==> src/rtl/tohost_snoop.sv <==
// Purpose: passive AXI write monitor; reports acknowledged writes to the TOHOST mailbox word.
// Latency: tohost_we/tohost update one cycle after the qualifying B handshake.
// Backpressure: none, since every bus port is an input; a push into a full queue is dropped and raises mon_err.
//
// Ports:
//   CLK, RSTn                              clock, async active-low reset
//   AW*/W*/B* (VALID, READY, payload)      observed AXI write channels (inputs only)
//   tohost_we                              one-cycle pulse when a new mailbox value is committed
//   tohost                                 committed mailbox value
//   mon_err                                sticky protocol/overflow error, cleared by reset only

// Generic FIFO used for the captured AW, W and B queues.
// Latency: a pushed entry is visible at dout the cycle after the push.
// Backpressure: a push while full is ignored unless a pop happens in the same cycle.
module fifo #(
    parameter int W     = 8,
    parameter int DEPTH = 4
) (
    input  logic         CLK,
    input  logic         RSTn,
    input  logic         push,
    input  logic [W-1:0] din,
    input  logic         pop,
    output logic [W-1:0] dout,
    output logic         empty,
    output logic         full
);
    localparam int PW = (DEPTH > 1) ? $clog2(DEPTH) : 1;

    logic [W-1:0]  mem [DEPTH];
    logic [PW-1:0] wr_ptr;
    logic [PW-1:0] rd_ptr;
    logic [PW:0]   count;
    logic          wr_en;
    logic          rd_en;

    // A pop frees the slot at the same edge, so push-on-full with pop is accepted.
    assign wr_en = push && (!full || pop);
    assign rd_en = pop && !empty;
    assign empty = (count == '0);
    assign full  = (count == (PW+1)'(DEPTH));
    assign dout  = mem[rd_ptr];

    always_ff @(posedge CLK) begin
        if (wr_en) begin
            mem[wr_ptr] <= din;
        end
    end

    always_ff @(posedge CLK or negedge RSTn) begin
        if (!RSTn) begin
            wr_ptr <= '0;
            rd_ptr <= '0;
            count  <= '0;
        end else begin
            if (wr_en) begin
                wr_ptr <= (wr_ptr == PW'(DEPTH - 1)) ? '0 : wr_ptr + PW'(1);
            end
            if (rd_en) begin
                rd_ptr <= (rd_ptr == PW'(DEPTH - 1)) ? '0 : rd_ptr + PW'(1);
            end
            case ({wr_en, rd_en})
                2'b10:   count <= count + (PW+1)'(1);
                2'b01:   count <= count - (PW+1)'(1);
                default: count <= count;
            endcase
        end
    end
endmodule

module tohost_snoop #(
    parameter logic [31:0] TOHOST_ADDR = 32'h8000_1000,
    parameter int          AW_DEPTH    = 4,
    parameter int          W_DEPTH     = 8,
    parameter int          B_DEPTH     = 4
) (
    input  logic        CLK,
    input  logic        RSTn,
    input  logic        AWVALID,
    input  logic        AWREADY,
    input  logic [31:0] AWADDR,
    input  logic [7:0]  AWLEN,
    input  logic [1:0]  AWBURST,
    input  logic        WVALID,
    input  logic        WREADY,
    input  logic [31:0] WDATA,
    input  logic [3:0]  WSTRB,
    input  logic        WLAST,
    input  logic        BVALID,
    input  logic        BREADY,
    input  logic [1:0]  BRESP,
    output logic        tohost_we,
    output logic [31:0] tohost,
    output logic        mon_err
);
    typedef struct packed {
        logic [31:0] addr;
        logic [7:0]  len;
        logic [1:0]  burst;
    } aw_ent_t;

    typedef struct packed {
        logic [31:0] data;
        logic [3:0]  strb;
        logic        last;
    } w_ent_t;

    typedef struct packed {
        logic        hit;
        logic [31:0] staged;
    } b_ent_t;

    localparam logic [1:0] BURST_FIXED = 2'b00;
    localparam logic [1:0] BURST_WRAP  = 2'b10;

    aw_ent_t     aw_in, aw_head;
    w_ent_t      w_in, w_head;
    b_ent_t      b_in, b_head;
    logic        aw_push, aw_empty, aw_full;
    logic        w_push, w_empty, w_full;
    logic        b_hs, b_pop, b_empty, b_full;
    logic        match, close, len_end, beat_hit, err_set, commit;
    logic [31:0] beat_addr, merged;
    logic [7:0]  beat;
    logic        acc_hit;
    logic [31:0] acc_val;

    assign aw_push = AWVALID && AWREADY;
    assign w_push  = WVALID && WREADY;
    assign b_hs    = BVALID && BREADY;
    assign b_pop   = b_hs && !b_empty;
    assign aw_in   = '{addr: AWADDR, len: AWLEN, burst: AWBURST};
    assign w_in    = '{data: WDATA, strb: WSTRB, last: WLAST};

    fifo #(.W($bits(aw_ent_t)), .DEPTH(AW_DEPTH)) u_aw_q (
        .CLK(CLK), .RSTn(RSTn), .push(aw_push), .din(aw_in), .pop(close),
        .dout(aw_head), .empty(aw_empty), .full(aw_full)
    );

    fifo #(.W($bits(w_ent_t)), .DEPTH(W_DEPTH)) u_w_q (
        .CLK(CLK), .RSTn(RSTn), .push(w_push), .din(w_in), .pop(match),
        .dout(w_head), .empty(w_empty), .full(w_full)
    );

    fifo #(.W($bits(b_ent_t)), .DEPTH(B_DEPTH)) u_b_q (
        .CLK(CLK), .RSTn(RSTn), .push(close), .din(b_in), .pop(b_pop),
        .dout(b_head), .empty(b_empty), .full(b_full)
    );

    // One W beat retires per cycle against the AW head. WRAP is treated as INCR.
    always_comb begin
        match     = !aw_empty && !w_empty;
        len_end   = (beat == aw_head.len);
        close     = match && (w_head.last || len_end);
        beat_addr = (aw_head.burst == BURST_FIXED) ? aw_head.addr
                                                   : aw_head.addr + {22'd0, beat, 2'b00};
        beat_hit  = match && (beat_addr == TOHOST_ADDR) && (w_head.strb != 4'd0);
        // Staged value always merges onto the committed mailbox, so the last hit in a burst wins.
        merged    = tohost;
        for (int i = 0; i < 4; i++) begin
            if (w_head.strb[i]) begin
                merged[8*i +: 8] = w_head.data[8*i +: 8];
            end
        end
        b_in.hit    = acc_hit || beat_hit;
        b_in.staged = beat_hit ? merged : acc_val;
        commit      = b_pop && b_head.hit && (BRESP == 2'b00);
        err_set     = (aw_push && aw_full && !close)
                    || (w_push && w_full && !match)
                    || (close && b_full && !b_pop)
                    || (b_hs && b_empty)
                    || (match && (aw_head.burst == BURST_WRAP))
                    || (match && (w_head.last != len_end));
    end

    always_ff @(posedge CLK or negedge RSTn) begin
        if (!RSTn) begin
            beat      <= '0;
            acc_hit   <= 1'b0;
            acc_val   <= '0;
            tohost_we <= 1'b0;
            tohost    <= '0;
            mon_err   <= 1'b0;
        end else begin
            if (close) begin
                beat    <= '0;
                acc_hit <= 1'b0;
                acc_val <= '0;
            end else if (match) begin
                beat <= beat + 8'd1;
                if (beat_hit) begin
                    acc_hit <= 1'b1;
                    acc_val <= merged;
                end
            end
            tohost_we <= commit;
            if (commit) begin
                tohost <= b_head.staged;
            end
            mon_err <= mon_err || err_set;
        end
    end
endmodule
==> config.mk <==
export PLATFORM = sky130hd
export DESIGN_NAME = tohost_snoop
export DESIGN_NICKNAME = d
export VERILOG_FILES = /design/src/rtl/tohost_snoop.sv
export SDC_FILE = /design/constraint.sdc
export NUM_CORES = 1
export LEC_CHECK = 0
export ABC_AREA = 1
export CAP_MARGIN = 10
export CORE_MARGIN = 3
export CORE_UTILIZATION = 65
export CTS_BUF_LIST = sky130_fd_sc_hd__clkbuf_4 sky130_fd_sc_hd__clkbuf_8 sky130_fd_sc_hd__clkbuf_16
export DETAILED_ROUTE_END_ITERATION = 8
export GPL_TIMING_DRIVEN = 0
export PLACE_DENSITY = 0.82
export SLEW_MARGIN = 10
export SYNTH_ARGS = -nofsm -noshare
export SYNTH_HDL_FRONTEND = slang
export SYNTH_SLANG_ARGS = --single-unit
==> constraint.sdc <==
create_clock -name CLK -period 8.7 [get_ports CLK]
set_input_delay 1.305 -clock CLK [delete_from_list [all_inputs] [get_ports CLK]]
set_output_delay 1.305 -clock CLK [all_outputs]
set_load 0.02 [all_outputs]
# Word-level counts from Yosys, hierarchy flattened
# Memories as Yosys holds them, arrays and structs flattened.
# Cells that the tools add are included.
[op_classes]
bitwise = 0
shifts = 0
muxes = 28
mul = 0
eq_ne = 19
n_addsub = 14
n_reduce_logical = 57
order_cmp = 0
div_mod_pow = 0
[ops]
columns = ["op", "n"]
rows = [
  ["$mux W32", 4],
  ["$mux W8", 6],
  ["$add A32 B10 Y32", 1],
  ["$eq A32 B32 Y1 const B", 1],
  ["$logic_and A1 B1 Y1", 25],
  ["$eq A2 B2 Y1 const B", 8],
  ["$add A3 B1 Y3 const B", 4],
  ["$eq A3 B3 Y1 const B", 4],
  ["$pmux W3 S2", 2],
  ["$logic_or A1 B1 Y1", 11],
  ["$reduce_bool A2 Y1", 5],
  ["$logic_not A1 Y1", 9],
  ["$mux W1", 9],
  ["$add A2 B1 Y2 const B", 4],
  ["$add A8 B1 Y8 const B", 1],
  ["$eq A8 B8 Y1", 1],
  ["$mux W2", 4],
  ["$pmux W4 S2", 1],
  ["$eq A2 B1 Y1 const B", 3],
  ["$logic_not A3 Y1", 2],
  ["$mux W3", 2],
  ["$sub A3 B1 Y3 const B", 2],
  ["$add A4 B1 Y4 const B", 1],
  ["$eq A4 B4 Y1 const B", 1],
  ["6 further kinds", 7],
]
[word_totals]
input_bits = 89
regBits = 99
latchBits = 0
out_inout_bits = 34
ram_bits = 596
mem_bits_ro = 0
memories = 3
wordCells = 136
[mem_list]
columns = ["memory", "depth", "word_bits", "rd", "rd_clocked_by_memory_dff", "write_ports", "line", "rtl"]
rows = [
  ["u_w_q.mem", 8, 37, 1, 0, 1, "30", "logic [W-1:0] mem [DEPTH];"],
  ["u_aw_q.mem", 4, 42, 1, 0, 1, "30", ""],
  ["u_b_q.mem", 4, 33, 1, 0, 1, "30", ""],
]

# Longest topological paths before layout
[depth]
word_depth = 12
depth_mapped = 29
mapped_depth_nobuf = 26

# Hierarchy
# From an unflattened synthesis, not the netlist that was laid out.
[unflattened]
hier_cells = 3280
hier_area_um2 = 32075.8
[by_module_without_submodules]
columns = ["module", "n_inst", "area_each_um2", "cells_each"]
rows = [
  ["fifo at u_w_q", 1, 13385.3, 1374],
  ["fifo at u_aw_q", 1, 7320.8, 551],
  ["fifo at u_b_q", 1, 5796.8, 446],
  ["tohost_snoop", 1, 5572.8, 909],
]

# Worst setup path after synthesis
# No wires, ideal clock.
[synth_timing]
path_type = "reg2reg"
start = "reg u_aw_q.rd_ptr[0]"
end = "mem u_aw_q.mem[0][0] (netlist name), enable pin"
arrival_time_ns = 4.730
required_ns = 8.259
setup_time_ns = 0.441
path_buffers = 4
stages_incl_launch_ff = 19
slack_ns = 3.528
cell_sequence = "dfrtp_1 inv_2 buf_2 buf_2 clkbuf_1 clkbuf_1 nor2_1 o22ai_1 xor2_1 nor4_1 nand4_1 ha_1 nor2_1 inv_1 nand3_1 inv_1 nor2_1 inv_1 nor2_1"
[synth_via]
elab_chain_len = 8
[synth_lines]
columns = ["element", "line", "rtl"]
rows = [
  ["start, declared", "32", "logic [PW-1:0] rd_ptr;"],
  ["start signal, assigned", "60", "rd_ptr <= (rd_ptr == PW'(DEPTH - 1)) ? '0 : rd_ptr + PW'(1);"],
  ["$mem_v2 Z4 W42", "-", ""],
  ["$eq A8 B8 Y1", "153", "len_end = (beat == aw_head.len);"],
  ["$logic_or A1 B1 Y1", "154", "close = match && (w_head.last || len_end);"],
  ["$logic_and A1 B1 Y1", "154", ""],
  ["$logic_or A1 B1 Y1", "38", "assign wr_en = push && (!full || pop);"],
  ["$logic_and A1 B1 Y1", "38", ""],
  ["$mux W1", "45", "if (wr_en) begin"],
  ["$mux W1 (not written as such)", "46", "mem[wr_ptr] <= din;"],
  ["end, declared", "30", ""],
]
# No other way between the ends.

# Worst setup path in the final report
[layout_timing]
start = "reg u_aw_q.rd_ptr[0]"
end = "mem u_aw_q.mem[1][28] (netlist name), enable pin"
# Same word-level chain as after synthesis.

==> results.toml <==
[outcome]
outcome = "finished, final reports clean"

[die]
io_pins = 123
die_x_microns = 219.2
die_area_sq_um = 48030
rows = 77
die_h_microns = 219.2
start_util_pct = 66.35
core-area_sq_um = 44510

[clock_tree]
htreeDepth = 3
cts_post_setup_buffers_inserted = 0
clockBufferDepth = 3
cts_resized = 0
clockRootBuffer = "clkbuf_16"
clock_latency_ns = 0.61
clock_sinks = 695
cts_made_buffers = 69
cts_tree = "yes"
clk_pin_slew_ns = 0.06
postCtsHoldBufs = 0

[timing]
hold_viol = 0
setup_tns_ns = 0
drv_slew = 0
clock_skew_ns = 0.02524
period_minus_slack_ns = 5.966
period_share_pct = 68.58
setup_viol = 0
tightest_slew_ns = 0.7836
slew_headroom_pct = 47.28
rsz0062_at_grt = "no"
fmaxAchievable_mhz = 167.6

[logic_synthesis]
yosysMostFrequentCell = "nand2_1"
syn_avg_cell_area_sq_um = 10.88
ys_ff_latch = 695
yosys.area.top_type_share_pct = 60.60
synth_nets = 2836
ys_seq_area_share_pct = 68.99
synth_edf_count = 596
syn_inst = 2714
synthTopCellsByCount = "nand2_1, edfxtp_1, nor2_1"
async_reset_ff_share_pct = 14.24
ys_warn_count = 0
synthesis.area_sq_um = 29530
synth_cell_types = 39
ys.flop_type = "edfxtp_1"
synth.largest_area_cell = "edfxtp_1"
ys_top_cells_by_area = "edfxtp_1, dfrtp_1, nand2_1, o21ai_0, nor2_1"

[critical_path]
cp_max_fo = 25
cp.arrival_ns = 6.25
cpPeakStageDelay_ns = 0.63
critPathSlowestCell = "nor2_4"
path_cells = "inv_2 > buf_2 > buf_2 > clkbuf_1 > clkbuf_1 > nor2_1 > o22ai_1 > xor2_1 > nor4_1 > nand4_1 > ha_1 > nor2_1 > inv_1 > nand3_1 > inv_1 > nor2_1 > inv_1 > nor2_4 > buf_12"
cp-end-kind = "flop"
path_class = "reg -> reg"
crit_buf_inv = 9
required_ns = 8.98
crit_path_start_kind = "flop"
crit_family = "buffers and inverters"

[power_and_ir_drop]
clkPwrFrac_pct = 24.8
switching_share_pct = 40.02
combPwrFrac_pct = 39.2
power.internal_w = 0.007123
seqPwrFrac_pct = 36.0
power_density_nw_per_um2 = 345.9
p_leak_nw = 13.46
ir_worst_vdd_v = 0.0002425
power.switching_w = 0.004752

[finish]
area_delta_synth_final_pct = 16.25
fin_area_sq_um = 34330
nets = 3050
drive_gt1_share_pct = 7.416

[grt]
grt_pass1_wl_mm = 120.4
grt_max_degree = 86
grt_pass1_vias = 22120
antenna_found_initial = 4
grt_overflow = 0
grt_use_total_pct = 33.01

[drt]
avgRoutedWirePerCell_microns = 21.98
routed_wl_mm = 78.56
drc = 0
viasPerCell = 6.097
vias = 21790
postRouteAntennaNets = 0
first_iter_violations = 2913
first_pass_iters = 6

[placed_design]
port-buffer-count = 122
globalplace.congestion = 0.9007
place_area_sq_um = 32110
dp_hpwl_mm = 50.69

[min_path]
hold_path.class = "reg -> reg"

[flow_run]
drv_cap = 0
## placed cells by master, fill, tap and decap left out, types with 11 or more instances in the layout
cell	synthesis	final
clkbuf_16	0	70
buf_2	21	21
a21oi_1	21	21
nor2_1	373	357
clkbuf_1	91	91
clkbuf_4	0	18
inv_1	213	213
clkinv_2	0	12
o21ai_0	315	315
nand4_1	11	11
dfrtp_1	99	99
nand2_1	608	608
nor2_4	2	18
nand3_1	129	129
o22ai_1	106	106
xor2_1	16	16
clkdlybuf4s50_1	0	121
ha_1	29	29
edfxtp_1	596	596
buf_12	0	11
## final cells by class
| cell class | count | area [sq um] |
|---|---|---|
| diodes | 2 | 5.005 |
| plain buffers | 133 | 611.8 |
| clock buffers | 91 | 1928 |
| clock inverters | 32 | 287.8 |
| fillers | 2699 | 10180 |
| inverters | 220 | 825.8 |
| multi-input cells | 1666 | 7843 |
| flip-flops and latches | 695 | 20370 |
| well taps | 592 | 740.7 |
| repair buffers | 143 | 1718 |
## cells by family after synthesis
kind of cell	after synthesis	share of synthesized area [%]
simple gates	1161	15.84
flops	695	68.99
compound gates	453	8.248
buf+inv	353	4.868
fa+ha+maj	33	1.500
xor+xnor	19	0.5634
## routing by layer
layer | wire length, microns | track usage [%]
met4 | 3680 | 17.35
met2 | 38900 | 55.34
met3 | 8137 | 6.245
met1 | 27810 | 41.22
met5 | 23 | 0
## flip-flops by register name, indices dropped and copies added (netlist names), 3 cells and up
register	flops
u_aw_q.mem	168
u_b_q.mem	132
u_w_q.mem	296
acc_val	32
tohost	32
u_w_q.rd_ptr	3
u_aw_q.count	3
u_w_q.count	4
u_w_q.wr_ptr	3
beat	8
u_b_q.count	3
## power groups by stage
| stage | logic, W | registers (W) | clock network [W] |
|---|---|---|---|
| floorplan | 0.00269 | 0.00438 | 0 |
| CTS | 0.00457 | 0.00426 | 0.00295 |
| global route | 0.00507 | 0.00430 | 0.00308 |
| global placement | 0.00417 | 0.00434 | 0 |
| finish | 0.00466 | 0.00427 | 0.00295 |
| detailed placement | 0.00448 | 0.00432 | 0 |
## per-stage QoR
stage               setup WS [ns]  hold slack, ns  cells  util, %  total power (W)
floorplan                   3.528          0.4681   2714        -         0.007064
global placement           0.7396          0.4859   3428    70.76         0.008507
detailed placement          3.170          0.5008   3449    72.15         0.008802
CTS                         2.922          0.5142   3572    77.13          0.01178
global route                2.445          0.5234   3574    77.14          0.01245
finish                      2.734          0.5198   3574    77.14          0.01187
## final timing paths
kind | endpoint | slack [ns] | cells after the start | startpoint
max in group asynchronous | u_w_q.wr_ptr[0]$_DFFE_PN0P_ | 7.41 | 2 | RSTn
hold / removal | u_aw_q.count[0]$_DFFE_PN0P_ | 0.52 | 1 | u_aw_q.count[0]$_DFFE_PN0P_
setup / recovery | u_aw_q.mem[1][28]$_DFFE_PP_ | 2.73 | 19 | u_aw_q.rd_ptr[0]$_DFFE_PN0P_
setup reg to reg | u_aw_q.mem[1][28]$_DFFE_PP_ | 2.73 | 19 | u_aw_q.rd_ptr[0]$_DFFE_PN0P_
min in group asynchronous | tohost[8]$_DFFE_PN0P_ | 0.53 | 1 | RSTn
hold reg to reg | u_aw_q.count[0]$_DFFE_PN0P_ | 0.52 | 1 | u_aw_q.count[0]$_DFFE_PN0P_
Power figures use the tool's default switching activity.
